File: config.mk
export PLATFORM = sky130hd
export DESIGN_NAME = usb_tx_scheduler_flat
export DESIGN_NICKNAME = d
export VERILOG_FILES = /design/src/rtl/usb_tx_if.sv /design/src/rtl/usb_tx_scheduler.sv /design/src/flat_wrapper.sv
export SDC_FILE = /design/constraint.sdc
export NUM_CORES = 1
export LEC_CHECK = 0
export CORE_MARGIN = 2
export CORE_UTILIZATION = 52
export CTS_CLUSTER_SIZE = 14
export DETAILED_ROUTE_END_ITERATION = 16
export PLACE_DENSITY = 0.82
export SLEW_MARGIN = 20
export SYNTH_ARGS = -nofsm -noshare
export SYNTH_HDL_FRONTEND = slang
export SYNTH_SLANG_ARGS = --single-unit
File: constraint.sdc
create_clock -name clk -period 3.8 [get_ports clk]
set_input_delay 0.38 -clock clk [delete_from_list [all_inputs] [get_ports clk]]
set_output_delay 0.38 -clock clk [all_outputs]
set_load 0.01 [all_outputs]
File: src/rtl/usb_tx_if.sv
// usb_tx_if: request/grant and TX-engine signals shared by the USB TX scheduler and its clients
interface usb_tx_if;
    logic       hs_req;
    logic [1:0] hs_type;
    logic       data_req;
    logic       clear_toggle;
    logic       tx_transfer_active;
    logic       tx_error;
    logic [2:0] tx_packet;
    logic       hs_grant;
    logic       data_grant;
    logic       pkt_done;
    logic       pkt_error;
    logic       busy;
    logic       data_toggle;
    modport master (
        output hs_req, hs_type, data_req, clear_toggle, tx_transfer_active, tx_error,
        input  tx_packet, hs_grant, data_grant, pkt_done, pkt_error, busy, data_toggle
    );
    modport slave (
        input  hs_req, hs_type, data_req, clear_toggle, tx_transfer_active, tx_error,
        output tx_packet, hs_grant, data_grant, pkt_done, pkt_error, busy, data_toggle
    );
endinterface

File: src/rtl/usb_tx_scheduler.sv
// usb_tx_scheduler: arbitrates handshake/data requests and sequences one packet at a time through the TX engine
module usb_tx_scheduler (
    input logic   clk,
    input logic   n_rst,
    usb_tx_if.slave u
);
    typedef enum logic [2:0] {IDLE, ISSUE, WAIT_START, ACTIVE, DONE, GAP} state_t;
    state_t     state, state_n;
    logic [4:0] cnt, cnt_n;
    logic [2:0] cmd, cmd_n;
    logic       fail, fail_n;
    logic       toggle, toggle_n;
    logic       is_hs;
    assign is_hs = cmd[2] | (cmd[1] & cmd[0]);
    always_comb begin
        state_n = state;
        cnt_n   = cnt;
        cmd_n   = cmd;
        fail_n  = fail;
        case (state)
            IDLE: begin
                if (u.hs_req) begin
                    state_n = ISSUE;
                    cmd_n   = u.hs_type == 2'd0 ? 3'd3 : u.hs_type == 2'd2 ? 3'd5 : 3'd4;
                    fail_n  = 1'b0;
                end else if (u.data_req) begin
                    state_n = ISSUE;
                    cmd_n   = toggle ? 3'd2 : 3'd1;
                    fail_n  = 1'b0;
                end
            end
            ISSUE: begin
                state_n = WAIT_START;
                cnt_n   = 5'd0;
            end
            WAIT_START: begin
                cnt_n = cnt + 5'd1;
                // an engine error or a start timeout both end the packet as a failure
                if (u.tx_error || (!u.tx_transfer_active && cnt == 5'd16)) begin
                    fail_n  = 1'b1;
                    state_n = DONE;
                end else if (u.tx_transfer_active) state_n = ACTIVE;
            end
            ACTIVE: begin
                fail_n = fail | u.tx_error;
                if (!u.tx_transfer_active) state_n = DONE;
            end
            DONE: begin
                state_n = GAP;
                cnt_n   = 5'd0;
            end
            GAP: begin
                cnt_n = cnt + 5'd1;
                if (cnt == 5'd3) state_n = IDLE;
            end
            default: state_n = IDLE;
        endcase
    end
    assign toggle_n = u.clear_toggle ? 1'b0 : (state == DONE && !fail && !is_hs) ? ~toggle : toggle;
    always_ff @(posedge clk or negedge n_rst) begin
        if (!n_rst) begin
            state  <= IDLE;
            cnt    <= 5'd0;
            cmd    <= 3'd0;
            fail   <= 1'b0;
            toggle <= 1'b0;
        end else begin
            state  <= state_n;
            cnt    <= cnt_n;
            cmd    <= cmd_n;
            fail   <= fail_n;
            toggle <= toggle_n;
        end
    end
    // all outputs decode from registered state so reset clears them immediately
    assign u.tx_packet   = state == ISSUE ? cmd : 3'd0;
    assign u.hs_grant    = state == ISSUE && is_hs;
    assign u.data_grant  = state == ISSUE && !is_hs;
    assign u.pkt_done    = state == DONE && !fail;
    assign u.pkt_error   = state == DONE && fail;
    assign u.busy        = state != IDLE;
    assign u.data_toggle = toggle;
endmodule

File: src/flat_wrapper.sv
// flat-port wrapper written by rule: the top's interface ports become plain ports
module usb_tx_scheduler_flat 
  (clk, n_rst, u_hs_req, u_hs_type, u_data_req, u_clear_toggle, u_tx_transfer_active, u_tx_error, u_tx_packet, u_hs_grant, u_data_grant, u_pkt_done, u_pkt_error, u_busy, u_data_toggle);
  usb_tx_if u_i ();
  input logic clk;
  input logic n_rst;
  input wire logic [$bits(u_i.hs_req)-1:0] u_hs_req;
  input wire logic [$bits(u_i.hs_type)-1:0] u_hs_type;
  input wire logic [$bits(u_i.data_req)-1:0] u_data_req;
  input wire logic [$bits(u_i.clear_toggle)-1:0] u_clear_toggle;
  input wire logic [$bits(u_i.tx_transfer_active)-1:0] u_tx_transfer_active;
  input wire logic [$bits(u_i.tx_error)-1:0] u_tx_error;
  output wire logic [$bits(u_i.tx_packet)-1:0] u_tx_packet;
  output wire logic [$bits(u_i.hs_grant)-1:0] u_hs_grant;
  output wire logic [$bits(u_i.data_grant)-1:0] u_data_grant;
  output wire logic [$bits(u_i.pkt_done)-1:0] u_pkt_done;
  output wire logic [$bits(u_i.pkt_error)-1:0] u_pkt_error;
  output wire logic [$bits(u_i.busy)-1:0] u_busy;
  output wire logic [$bits(u_i.data_toggle)-1:0] u_data_toggle;
  assign u_i.hs_req = u_hs_req;
  assign u_i.hs_type = u_hs_type;
  assign u_i.data_req = u_data_req;
  assign u_i.clear_toggle = u_clear_toggle;
  assign u_i.tx_transfer_active = u_tx_transfer_active;
  assign u_i.tx_error = u_tx_error;
  assign u_tx_packet = u_i.tx_packet;
  assign u_hs_grant = u_i.hs_grant;
  assign u_data_grant = u_i.data_grant;
  assign u_pkt_done = u_i.pkt_done;
  assign u_pkt_error = u_i.pkt_error;
  assign u_busy = u_i.busy;
  assign u_data_toggle = u_i.data_toggle;
  usb_tx_scheduler u_core (.clk(clk), .n_rst(n_rst), .u(u_i));
endmodule
==> summary.txt <==
synthesized flop and latch total: 13
TritonCTS clock tree: done
CP max-delay cell: dfrtp_1
All-Layer GR Usage: 0.207
# H-tree levels: 1
via count: 763
global-route wire length before repair: 3020 um
IO buf count: 17
CP required: 3420 ps
Residual DRC: 0
average routed wire per standard cell: 14.5 um
FP Rows: 14
worst hold path class: input port to async pin
power share of the combinational group: 0.496
slew margin rel.: 0.597
vias in the first global route: 697
status: finished clean
setup slack after layout: 1470 ps
Cells after Synth: 91
Final nets: 121
post-synthesis sequential area ratio: 0.388
Worst-Margin Slew: 602 ps
fmax: 0.429 GHz
Pwr Density: 670 nW/um^2
Max Fanout on Critical Path: 14
IR drop worst, VDD: 0.457 mV
initial antenna violation count: 0
CP max stage delay: 600 ps
CTS Buffer Depth: 2
# setup viols final: 0
die height: 44.2 um
R2R depth: 4
commonest non-fill, non-tap cell in the layout: clkdlybuf4s50_1
Starting Density: 0.556
cts bufs inserted: 3
Sw Pwr: 0.292 mW
unrepaired setup endpoints after global routing: false
Crit. End Element: primary output
die width: 44.2 um
total grt overflow: 0
clk sink count: 13
Routed WL: 1810 um
Reg power frac: 0.379
Fillers: 121
CTS resizes: 0
Starting DRT DRC Count: 22
core area: 1510 um^2
final slew viol count: 0
clk slew on worst S/H paths: 80 ps
Root Driver: clkbuf_4
cell internal pwr: 0.403 mW
Non-Filler Instances: 125
fraction of layout cells with a size suffix above 1: 0.0917
Storage cell area: 325 um^2
commonest cells after routing, fill and taps aside: clkdlybuf4s50_1, dfrtp_1, nand2_1
skew final: 1.34 ps
Area growth syn-to-layout: 23.9%
Final min period: 2330 ps
Avg Cell Area, Syn: 9.21 um^2
critical path type: register to primary output
# Post-CTS Setup Buffers: 0
Initial DRT Pass Iterations: 4
syn_nets: 102
Final TNS setup: 0 ps
vias per inst: 6.10
largest net degree at the start of global routing: 15
switching fraction of total power: 0.420
final number of hold-violating endpoints: 0
Crit path arrival time: 1950 ps
Place WS: 1760 ps
multi-input logic area: 482 um^2
dpl cells: 121
Hold Buf Count CTS: 0
Critical Path Start Type: register
Diodes inserted: 0
Synth warnings: 0
RD Place Congestion: 0.875
IO Count: 18
clock power share: 0.124
DRT antenna net count: 0
synthesized area: 838 um^2
Pleak: 0.449 nW
clock latency on the worst-skew pair: 270 ps
die area: 1950 um^2
critical path, cell by cell: inv_2 -> nor3_1 -> and2_1 -> clkdlybuf4s50_1
Final Cycle Share: 0.613
Max Cap Viol: 0
fin util: 0.689
Netlist cell types: 38
Final HPWL DP: 1370 um
through the flow:
step	total power, mW	hold WS, ps	instance area [um^2]
after floorplan	0.490	84.4	838
after global placement	0.597	491	1010
after detailed placement	0.610	497	1010
after CTS	0.696	508	1040
after global routing	0.750	520	1040
final	0.696	478	1040
layout make-up:
class	count	area share
multi-input cells	71	0.464
flip-flops and latches	13	0.313
inverters	4	0.0145
repair buffers	17	0.164
clock buffers	4	0.0253
well taps	16	0.0193
cells by family after synthesis:
kind of cell	share of synthesized area
xor gates and xnor gates	0.0104
muxes	0.0134
AOI/OAI and AO/OA	0.288
and+or+nand+nor	0.233
buffers and inverters	0.0373
DFF	0.388
adders and majority gates	0.0298
critical path, delay by kind of cell (launching register included):
family | cells | cell delay (ps)
AND/OR/NAND/NOR | 2 | 420
buffers and inverters | 2 | 660
flip-flops | 1 | 600
path summary, 6_finish.rpt:
check	end	slack [ps]	startpoint
max	u_data_grant	1470	u_core.state[0]
min	u_core.state[0]	480	n_rst
max reg2reg	u_core.cnt[3]	2230	u_core.state[1]
min reg2reg	u_core.cmd[0]	510	u_core.cmd[0]
max in group asynchronous	u_core.cnt[1]	2930	n_rst
min in group clk	u_core.cmd[0]	510	u_core.cmd[0]
sequential cells by signal, summed over array words and instances (netlist names):
signal / cells
u_core.cnt: 5
u_core.state: 3
u_core.cmd: 3
u_core.fail: 1
u_core.u.data_toggle: 1
Yosys cell counts, drive strengths merged:
master    n  area, um^2
o21bai    1        18.8
o211a     2        20.0
clkbuf    1        3.75
buf       2        12.5
ha        2        25.0
nand2b    4        25.0
a211o     1        8.76
nor3b     1        7.51
o2bb2ai   1        8.76
o32a      1        10.0
mux2      1        11.3
a211oi    1        12.5
nor3      2        10.0
o22ai     2        12.5
nor2      4        15.0
dfrtp    13         325
o311ai    1        8.76
inv       4        15.0
nand2     9        33.8
nor4b     3        32.5
xor2      1        8.76
and2      5        31.3
nand3     2        10.0
o41ai     1        16.3
a21boi    1        7.51
nor4      1        6.26
o21ai     9        45.0
or3       1        11.3
a22o      1        8.76
a31oi     1        6.26
nor2b     2        12.5
a21oi     7        35.0
o31ai     1        7.51
a21o      2        15.0
metal layers:
layer / vias up / track usage / wire length (um)
met3: 4 / 0.0245 / 105
met4: 0 / 0.0727 / 20
li1: 376 / - / -
met2: 27 / 0.350 / 848
met5: - / 0 / 0
met1: 356 / 0.275 / 838
power by group through the flow:
| stage | Clock [mW] | Combinational [mW] | Sequential (mW) |
|---|---|---|---|
| after CTS | 0.0876 | 0.347 | 0.262 |
| after global routing | 0.0932 | 0.383 | 0.274 |
| after global placement | 0 | 0.337 | 0.261 |
| after floorplan | 0 | 0.268 | 0.221 |
| after detailed placement | 0 | 0.345 | 0.265 |
| final | 0.0864 | 0.345 | 0.264 |
Power figures use the tool's default switching activity.
